===== src/rtl/riscv_pkg.sv =====
// riscv_pkg: shared types and constants for the memory arbiter slice.
//   arb_state_t         - arbiter FSM state encoding
//   ARB_TIMEOUT_DEFAULT - default watchdog limit in cycles
//   MEM_BE_FULL         - byte-enable pattern for full-word fetches
package riscv_pkg;

    typedef enum logic [1:0] {
        ARB_IDLE,
        ARB_INSTR,
        ARB_DATA
    } arb_state_t;

    localparam int unsigned ARB_TIMEOUT_DEFAULT = 64;
    localparam logic [3:0]  MEM_BE_FULL         = 4'b1111;

endpackage


===== src/rtl/riscv_mem_arbiter_if.sv =====
// riscv_mem_arbiter_if: bundles the fetch, LSU and memory-side signals of
// the memory arbiter.
//   slave  - arbiter view: takes requester/memory inputs, drives
//            completions and the registered memory bus
//   master - environment view: requesters plus memory model
interface riscv_mem_arbiter_if;

    logic        instr_req_i;
    logic [31:0] instr_addr_i;
    logic [31:0] instr_rd_o;
    logic        instr_ready_o;

    logic        data_req_i;
    logic        data_we_i;
    logic [3:0]  data_be_i;
    logic [31:0] data_addr_i;
    logic [31:0] data_wd_i;
    logic [31:0] data_rd_o;
    logic        data_ready_o;

    logic        err_o;

    logic        mem_req_o;
    logic        mem_we_o;
    logic [3:0]  mem_be_o;
    logic [31:0] mem_addr_o;
    logic [31:0] mem_wd_o;
    logic [31:0] mem_rd_i;
    logic        mem_ready_i;

    modport slave (
        input  instr_req_i, instr_addr_i,
        output instr_rd_o, instr_ready_o,
        input  data_req_i, data_we_i, data_be_i, data_addr_i, data_wd_i,
        output data_rd_o, data_ready_o,
        output err_o,
        output mem_req_o, mem_we_o, mem_be_o, mem_addr_o, mem_wd_o,
        input  mem_rd_i, mem_ready_i
    );

    modport master (
        output instr_req_i, instr_addr_i,
        input  instr_rd_o, instr_ready_o,
        output data_req_i, data_we_i, data_be_i, data_addr_i, data_wd_i,
        input  data_rd_o, data_ready_o,
        input  err_o,
        input  mem_req_o, mem_we_o, mem_be_o, mem_addr_o, mem_wd_o,
        output mem_rd_i, mem_ready_i
    );

endinterface


===== src/rtl/riscv_arb_timer.sv =====
// riscv_arb_timer: watchdog counter for an outstanding memory access.
//   clk_i, rst_i - clock, synchronous active-high reset
//   clear_i      - force the count to zero (has priority)
//   enable_i     - advance the count by one this cycle
//   limit_i      - count value at which expire_o asserts
//   expire_o     - count has reached limit_i
module riscv_arb_timer
    import riscv_pkg::*;
#(
    parameter int unsigned TIMEOUT_CYCLES = ARB_TIMEOUT_DEFAULT,
    localparam int unsigned CNT_W = $clog2(TIMEOUT_CYCLES)
) (
    input  logic             clk_i,
    input  logic             rst_i,
    input  logic             clear_i,
    input  logic             enable_i,
    input  logic [CNT_W-1:0] limit_i,
    output logic             expire_o
);

    logic [CNT_W-1:0] cnt_q;
    logic [CNT_W-1:0] cnt_d;

    assign expire_o = (cnt_q == limit_i);

    always_comb begin
        cnt_d = cnt_q;
        if (clear_i) begin
            cnt_d = '0;
        end else if (enable_i && !expire_o) begin
            cnt_d = cnt_q + 1'b1;
        end
    end

    always_ff @(posedge clk_i) begin
        if (rst_i) begin
            cnt_q <= '0;
        end else begin
            cnt_q <= cnt_d;
        end
    end

endmodule


===== src/rtl/riscv_mem_arbiter.sv =====
// riscv_mem_arbiter: shares one memory port between instruction fetch and
// the LSU. One access is outstanding at a time; the winning request is
// registered onto the memory bus and held until mem_ready_i or a watchdog
// abort, which completes the access with err_o set.
//   clk_i, rst_i - clock, synchronous active-high reset
//   bus          - riscv_mem_arbiter_if.slave (requesters + memory bus)
// Build option: define RISCV_MEM_ARB_RR_EN to alternate priority on ties;
// otherwise the LSU always wins a tie.
module riscv_mem_arbiter
    import riscv_pkg::*;
#(
    parameter int unsigned TIMEOUT_CYCLES = ARB_TIMEOUT_DEFAULT
) (
    input  logic                       clk_i,
    input  logic                       rst_i,
    riscv_mem_arbiter_if.slave         bus
);

    localparam int unsigned CNT_W = $clog2(TIMEOUT_CYCLES);
    localparam logic [CNT_W-1:0] LIMIT = CNT_W'(TIMEOUT_CYCLES - 1);

    arb_state_t  state_q, state_d;
    logic        mem_req_q, mem_req_d;
    logic        mem_we_q, mem_we_d;
    logic [3:0]  mem_be_q, mem_be_d;
    logic [31:0] mem_addr_q, mem_addr_d;
    logic [31:0] mem_wd_q, mem_wd_d;

    logic        busy;
    logic        expire;
    logic        done;
    logic        prefer_instr;
    logic        instr_ready;
    logic        data_ready;
    logic [31:0] instr_rd;
    logic [31:0] data_rd;
    logic        err;

    assign busy = (state_q != ARB_IDLE);
    // A real response in the final watchdog cycle wins over the abort.
    assign done = busy && (bus.mem_ready_i || expire);

    riscv_arb_timer #(
        .TIMEOUT_CYCLES (TIMEOUT_CYCLES)
    ) u_timer (
        .clk_i    (clk_i),
        .rst_i    (rst_i),
        .clear_i  (!busy),
        .enable_i (busy && !bus.mem_ready_i),
        .limit_i  (LIMIT),
        .expire_o (expire)
    );

`ifdef RISCV_MEM_ARB_RR_EN
    // Remembers whether the LSU won the last access; the fetch side is
    // favoured on the next tie when it did. Reset value favours the LSU.
    logic last_data_q, last_data_d;

    assign prefer_instr = last_data_q;

    always_comb begin
        last_data_d = last_data_q;
        if (done) begin
            last_data_d = (state_q == ARB_DATA);
        end
    end

    always_ff @(posedge clk_i) begin
        if (rst_i) begin
            last_data_q <= 1'b0;
        end else begin
            last_data_q <= last_data_d;
        end
    end
`else
    assign prefer_instr = 1'b0;
`endif

    always_comb begin
        state_d     = state_q;
        mem_req_d   = mem_req_q;
        mem_we_d    = mem_we_q;
        mem_be_d    = mem_be_q;
        mem_addr_d  = mem_addr_q;
        mem_wd_d    = mem_wd_q;
        instr_ready = 1'b0;
        data_ready  = 1'b0;
        instr_rd    = '0;
        data_rd     = '0;
        err         = 1'b0;

        case (state_q)
            ARB_IDLE: begin
                if (bus.data_req_i && !(bus.instr_req_i && prefer_instr)) begin
                    state_d    = ARB_DATA;
                    mem_req_d  = 1'b1;
                    mem_we_d   = bus.data_we_i;
                    mem_be_d   = bus.data_be_i;
                    mem_addr_d = bus.data_addr_i;
                    mem_wd_d   = bus.data_wd_i;
                end else if (bus.instr_req_i) begin
                    state_d    = ARB_INSTR;
                    mem_req_d  = 1'b1;
                    mem_we_d   = 1'b0;
                    mem_be_d   = MEM_BE_FULL;
                    mem_addr_d = bus.instr_addr_i;
                    mem_wd_d   = '0;
                end
            end
            ARB_INSTR, ARB_DATA: begin
                if (done) begin
                    state_d   = ARB_IDLE;
                    mem_req_d = 1'b0;
                    err       = !bus.mem_ready_i;
                    if (state_q == ARB_INSTR) begin
                        instr_ready = 1'b1;
                        instr_rd    = bus.mem_ready_i ? bus.mem_rd_i : '0;
                    end else begin
                        data_ready  = 1'b1;
                        data_rd     = bus.mem_ready_i ? bus.mem_rd_i : '0;
                    end
                end
            end
            default: begin
                state_d   = ARB_IDLE;
                mem_req_d = 1'b0;
            end
        endcase
    end

    always_ff @(posedge clk_i) begin
        if (rst_i) begin
            state_q    <= ARB_IDLE;
            mem_req_q  <= 1'b0;
            mem_we_q   <= 1'b0;
            mem_be_q   <= '0;
            mem_addr_q <= '0;
            mem_wd_q   <= '0;
        end else begin
            state_q    <= state_d;
            mem_req_q  <= mem_req_d;
            mem_we_q   <= mem_we_d;
            mem_be_q   <= mem_be_d;
            mem_addr_q <= mem_addr_d;
            mem_wd_q   <= mem_wd_d;
        end
    end

    assign bus.mem_req_o     = mem_req_q;
    assign bus.mem_we_o      = mem_we_q;
    assign bus.mem_be_o      = mem_be_q;
    assign bus.mem_addr_o    = mem_addr_q;
    assign bus.mem_wd_o      = mem_wd_q;
    assign bus.instr_ready_o = instr_ready;
    assign bus.instr_rd_o    = instr_rd;
    assign bus.data_ready_o  = data_ready;
    assign bus.data_rd_o     = data_rd;
    assign bus.err_o         = err;

endmodule


===== src/flat_wrapper.sv =====
// flat-port wrapper written by rule: the top's interface ports become plain ports
module riscv_mem_arbiter_flat import riscv_pkg::*;
#(
    parameter int unsigned TIMEOUT_CYCLES = ARB_TIMEOUT_DEFAULT
)
  (clk_i, rst_i, bus_instr_req_i, bus_instr_addr_i, bus_instr_rd_o, bus_instr_ready_o, bus_data_req_i, bus_data_we_i, bus_data_be_i, bus_data_addr_i, bus_data_wd_i, bus_data_rd_o, bus_data_ready_o, bus_err_o, bus_mem_req_o, bus_mem_we_o, bus_mem_be_o, bus_mem_addr_o, bus_mem_wd_o, bus_mem_rd_i, bus_mem_ready_i);
  riscv_mem_arbiter_if bus_i ();
  input  logic clk_i;
  input  logic rst_i;
  input wire logic [$bits(bus_i.instr_req_i)-1:0] bus_instr_req_i;
  input wire logic [$bits(bus_i.instr_addr_i)-1:0] bus_instr_addr_i;
  output wire logic [$bits(bus_i.instr_rd_o)-1:0] bus_instr_rd_o;
  output wire logic [$bits(bus_i.instr_ready_o)-1:0] bus_instr_ready_o;
  input wire logic [$bits(bus_i.data_req_i)-1:0] bus_data_req_i;
  input wire logic [$bits(bus_i.data_we_i)-1:0] bus_data_we_i;
  input wire logic [$bits(bus_i.data_be_i)-1:0] bus_data_be_i;
  input wire logic [$bits(bus_i.data_addr_i)-1:0] bus_data_addr_i;
  input wire logic [$bits(bus_i.data_wd_i)-1:0] bus_data_wd_i;
  output wire logic [$bits(bus_i.data_rd_o)-1:0] bus_data_rd_o;
  output wire logic [$bits(bus_i.data_ready_o)-1:0] bus_data_ready_o;
  output wire logic [$bits(bus_i.err_o)-1:0] bus_err_o;
  output wire logic [$bits(bus_i.mem_req_o)-1:0] bus_mem_req_o;
  output wire logic [$bits(bus_i.mem_we_o)-1:0] bus_mem_we_o;
  output wire logic [$bits(bus_i.mem_be_o)-1:0] bus_mem_be_o;
  output wire logic [$bits(bus_i.mem_addr_o)-1:0] bus_mem_addr_o;
  output wire logic [$bits(bus_i.mem_wd_o)-1:0] bus_mem_wd_o;
  input wire logic [$bits(bus_i.mem_rd_i)-1:0] bus_mem_rd_i;
  input wire logic [$bits(bus_i.mem_ready_i)-1:0] bus_mem_ready_i;
  assign bus_i.instr_req_i = bus_instr_req_i;
  assign bus_i.instr_addr_i = bus_instr_addr_i;
  assign bus_instr_rd_o = bus_i.instr_rd_o;
  assign bus_instr_ready_o = bus_i.instr_ready_o;
  assign bus_i.data_req_i = bus_data_req_i;
  assign bus_i.data_we_i = bus_data_we_i;
  assign bus_i.data_be_i = bus_data_be_i;
  assign bus_i.data_addr_i = bus_data_addr_i;
  assign bus_i.data_wd_i = bus_data_wd_i;
  assign bus_data_rd_o = bus_i.data_rd_o;
  assign bus_data_ready_o = bus_i.data_ready_o;
  assign bus_err_o = bus_i.err_o;
  assign bus_mem_req_o = bus_i.mem_req_o;
  assign bus_mem_we_o = bus_i.mem_we_o;
  assign bus_mem_be_o = bus_i.mem_be_o;
  assign bus_mem_addr_o = bus_i.mem_addr_o;
  assign bus_mem_wd_o = bus_i.mem_wd_o;
  assign bus_i.mem_rd_i = bus_mem_rd_i;
  assign bus_i.mem_ready_i = bus_mem_ready_i;
  riscv_mem_arbiter #(.TIMEOUT_CYCLES(TIMEOUT_CYCLES)) u_core (.clk_i(clk_i), .rst_i(rst_i), .bus(bus_i));
endmodule

===== config.mk =====
export PLATFORM = sky130hd
export DESIGN_NAME = riscv_mem_arbiter_flat
export DESIGN_NICKNAME = d
export VERILOG_FILES = /design/src/rtl/riscv_pkg.sv /design/src/rtl/riscv_mem_arbiter_if.sv /design/src/rtl/riscv_arb_timer.sv /design/src/rtl/riscv_mem_arbiter.sv /design/src/flat_wrapper.sv
export SDC_FILE = /design/constraint.sdc
export NUM_CORES = 1
export LEC_CHECK = 0
export ABC_AREA = 1
export CORE_AREA = 2 2 108 110
export CTS_CLUSTER_DIAMETER = 30
export CTS_CLUSTER_SIZE = 20
export DETAILED_ROUTE_END_ITERATION = 8
export DIE_AREA = 0 0 110 112
export DONT_BUFFER_PORTS = 1
export GPL_ROUTABILITY_DRIVEN = 0
export HOLD_SLACK_MARGIN = 0.03
export SLEW_MARGIN = 10
export SYNTH_ARGS = -nofsm -noshare
export SYNTH_HDL_FRONTEND = slang
export SYNTH_SLANG_ARGS = --single-unit
export TNS_END_PERCENT = 20

===== constraint.sdc =====
create_clock -name clk_i -period 2.1 [get_ports clk_i]
set_clock_uncertainty 0.05 [all_clocks]
set_input_delay 0.42 -clock clk_i [delete_from_list [all_inputs] [get_ports clk_i]]
set_output_delay 0.42 -clock clk_i [all_outputs]
set_load 0.01 [all_outputs]

* Yosys cells after proc, flatten, opt, wreduce, memory -nomap -nowiden
Cells that the tools add are included.
Operators by class: equality and inequality tests 5, reduce and logical (&&, ||, !) cells 13, add/subtract/negate cells 1, bitwise gates (word level) 1, muxes and demuxes 31
Operators by type and width (number):
- $mux 32 | 11
- $mux 1 | 13
- $mux 4 | 2
- $add 6x1->6 const B | 1
- $eq 6x6->1 const B | 1
- $mux 2 | 3
- $pmux 2 s2 | 1
- $reduce_and 2->1 | 2
- $reduce_bool 2->1 | 2
- $reduce_or 2->1 | 2
- $logic_and 1x1->1 | 3
- $ne 3x3->1 const B | 1
- $eq 2x1->1 const B | 1
- $eq 2x2->1 const B | 1
- $logic_not 1->1 | 2
- $logic_not 2->1 | 1
- $ne 2x1->1 const B | 1
- $pmux 1 s2 | 1
- $logic_or 1x1->1 | 1
- $not 1->1 | 1
Word-level totals: flip-flop bits (word level) 78, bits of input ports 138, word-level logic and storage cells 58

* Longest topological paths before layout
depth in word-level cells 5, gate-level depth with buffers 8, depth with buffers taken out 7

* By module
Synthesis repeated with hierarchy kept, for this count alone.
Unflattened totals: cell total of the unflattened synthesis 621, area, all modules 3868.7 sq um
Modules (own cells, without submodules):
- riscv_mem_arbiter | cells each 548, instances 1, area an instance 3435.8 sq um, sequential area each 1441.4 sq um
- riscv_arb_timer | cells each 73, instances 1, area an instance 432.9 sq um, sequential area each 120.1 sq um

* Worst setup path after synthesis
OpenSTA, ideal clock, no wires.
path type flip-flop to output port, from register u_core.u_timer.cnt_q[0], to output port bus_data_rd_o[10], required time 1630 ps, setup slack 200 ps, stages on the path, launching flop included 9, path buffers 1, arrival time 1430 ps, cells stage by stage dfxtp_1 -> ha_1 -> nand3_2 -> o21bai_4 -> nand2_4 -> nor2_8 -> nand2_4 -> buf_6 -> nor2_1
Between the ends: cells in the longest elaborated chain, start to end 5
Ends and longest elaborated chain:
- from (decl) | line riscv_arb_timer.sv:21 | logic [CNT_W-1:0] cnt_q;
- from (signal assigned) | line riscv_arb_timer.sv:39 | cnt_q <= cnt_d;
- $eq 6x6->1 | line riscv_arb_timer.sv:24 | assign expire_o = (cnt_q == limit_i);
- $logic_or 1x1->1 | line riscv_mem_arbiter.sv:41 | assign done = busy && (bus.mem_ready_i || expire);
- $logic_and 1x1->1 | line riscv_mem_arbiter.sv:41
- $mux 32 | line riscv_mem_arbiter.sv:111 | if (done) begin
- $mux 32 | line riscv_mem_arbiter.sv:92 | case (state_q)
- to (decl) | line flat_wrapper.sv:19 | output wire logic [$bits(bus_i.data_rd_o)-1:0] bus_data_rd_o;
Every way passes these cells.

* Worst setup path in the final report
from register u_core.u_timer.cnt_q[1], to output port bus_data_rd_o[21]
The elaborated chain is that of the path after synthesis.

==> qor.yml <==
pwr:
  power_leakage_nw: 1.632
  peakVddDrop_mv: 0.4908
  power_mw: 4.243
  p_per_area_mw_per_mm2: 939.9
clock_tree:
  clk_pin_slew_worst_paths_ps: 60
  clock_latency_ps: 330
  cts-buffers-inserted: 9
  cts_max_level: 3
  cts_root_buf: "clkbuf_16"
  cts_hold_buf: 0
  cts_tree: "yes"
  clk_path_buf_depth: 2
  clock_sinks: 78
synthesis:
  synth_seq_cells: 78
  synth.top_cell.area_share_pct: 43.41
  netlist_area_mm2: 0.003597
  synthTopCellsByCount: "nand2_1 (179), dfxtp_1 (78), nor2_1 (65), a21oi_1 (41)"
  yosysMostFrequentCell: "nand2_1"
  ys_types: 27
  synth_ff_type: "dfxtp_1"
  ys_seq_area_share_pct: 43.41
  syn_inst: 515
  synth_area_leaders: "dfxtp_1 (43%), nand2_1 (19%), nor2_1 (6.8%)"
  ys_warn_count: 0
  syn_area_per_cell_um2: 6.985
  syn_nets: 656
  synth_area_leader_cell: "dfxtp_1"
  synth_edf_count: 0
  async_reset_ff_share_pct: 0
worst_setup_path:
  crit_chain: "ha_4 -> nand3_4 -> o21bai_4 -> nand2_4 -> nor2_8 -> buf_12 -> nand2_4 -> nor2_2"
  critical_path_peak_fanout: 8
  cp-end-kind: "primary output"
  cp_common_cell: "nand2_4"
  cp_slowest_cell: "dfxtp_2"
  critical_path.max_stage_delay_ps: 350
  crit_arrival_ps: 1800
  worstPathRequired_ps: 1630
  crit_type: "reg -> out"
  worstSetupStartpointType: "flop"
sta:
  max_slew.worst_pin.slew_ps: 599.2
  maxSlewHeadroom_pct: 59.63
  fin_tns_setup_ps: -7736
  final-hold-violation-count: 0
  slew_viol_final: 0
  fin_crit_ps: 2270
  finalSetupViolCount: 66
  fin_ws_ps: -170.1
  rsz0062_at_grt: "true"
  holdWs_ps: 119.3
  fmax_mhz: 440.5
  final.period_utilization_pct: 108.1
floorplan:
  dieWidth_um: 110
  ioPinCount: 275
  die-area_mm2: 0.01232
  rows: 39
  start_util_pct: 32.19
  die_h_um: 112
  core_area_mm2: 0.01117
detailed_routing:
  dr.pass1.iters: 4
  routed_wl_um: 11980
  avgViaCountPerCell: 5.345
  wire_per_inst_um: 18.05
  drc: 0
  ant_nets: 0
  drtIter0Drc: 201
  num_vias: 3549
placement:
  pre_cts_slack_ps: 20.68
  io_buffers: 0
  postPlaceCellArea_mm2: 0.003684
  place_hpwl_um: 8225
global_route:
  grt_pass1_vias: 3190
  global_route.overflow_total: 0
  grt_usage_pct: 17.66
  grt_max_degree: 71
  grt_pass1_wl_um: 16590
  antenna_found_initial: 1
flow_run:
  maxCapViolations: 0
cells_and_area:
  final_cell_area_mm2: 0.004514
  syn2layout_area_growth_pct: 25.50
  nets: 657
  layout-drive-gt1-share_pct: 22.31
worst_hold_path:
  hp-class: "in -> reg"
run_status:
  violations: "setup timing"
  status: "finished with violations"
critical path: cells and delay by family (launching register included):
| family | cells | cell delay, ps |
|---|---|---|
| compound gates | 1 | 160 |
| fa+ha+maj | 1 | 160 |
| buf+inv | 1 | 150 |
| flops | 1 | 350 |
| simple gates | 5 | 660 |
sequential cells by signal (all words and copies together), names as in the netlist:
name and count:
u_core.bus.mem_we_o 1, u_core.bus.mem_be_o 4, u_core.state_q 2, u_core.bus.mem_req_o 1
u_core.bus.mem_wd_o 32, u_core.u_timer.cnt_q 6, u_core.bus.mem_addr_o 32
power breakdown:
part / switching [mW] / internal [mW] / total (mW)
logic: 0.534 / 0.287 / 0.821
registers: 0.231 / 1.68 / 1.91
clock network: 0.602 / 0.911 / 1.51
through the flow:
step,util (%),instances
after floorplan,-,515
final,40.40,664
after detailed placement,32.96,633
after CTS,38.63,659
after global routing,40.38,663
after global placement,32.96,633
logic make-up (layout without fill, tap and decap cells):
kind of cell	Yosys count	after routing	share of synthesized area (%)
buf+inv	55	54	7.304
compound gates	115	115	18.50
other cells	0	1	0
fa+ha+maj	3	3	1.044
simple gates	262	268	29.25
xor+xnor	2	2	0.4870
flops	78	78	43.41
final timing paths:
kind                                start                      end  slack [ps]  cells after the start
setup / recovery  u_core.u_timer.cnt_q[1]        bus_data_rd_o[21]        -170                      8
hold reg to reg         u_core.state_q[1]        u_core.state_q[1]         440                      2
setup reg to reg  u_core.u_timer.cnt_q[1]  u_core.u_timer.cnt_q[4]         300                      7
hold / removal                      rst_i  u_core.bus.mem_wd_o[25]         120                      1
routing by layer:
metal	vias to the layer above	wire (µm)	track usage [%]
li1	1682	-	-
met1	1607	4073	16.41
met2	230	6344	33.50
met3	30	1137	5.504
met4	0	429	8.945
met5	-	0	0
cell usage in the layout (no fill, tap or decap), types with 5 or more instances in the layout:
master / n
nand3_1: 6
nor2_1: 17
nor2_4: 27
nand2_1: 179
buf_6: 5
inv_1: 13
a31oi_1: 32
clkbuf_16: 9
a21oi_1: 41
o21ai_0: 32
nor2_2: 26
nand2_8: 5
buf_4: 12
dfxtp_1: 75
what timing repair did:
action                                  4_1_cts  5_1_grt
resized for setup                            55       43
cloned                                        5        1
endpoints found under the setup margin       66       67
pin swaps                                     5        6
buffers inserted                              6        3
cell type report:
cell class / count / area (µm²)
inverter: 18 / 71.32
multi-input combinational: 388 / 2183
sequential: 78 / 1565
clock buffer: 9 / 225.2
tap: 143 / 178.9
fill: 1075 / 6660
antenna: 1 / 2.502
timing repair buffer: 21 / 226.5
clock inverter: 6 / 61.31
(Power assumes the default switching activity.)
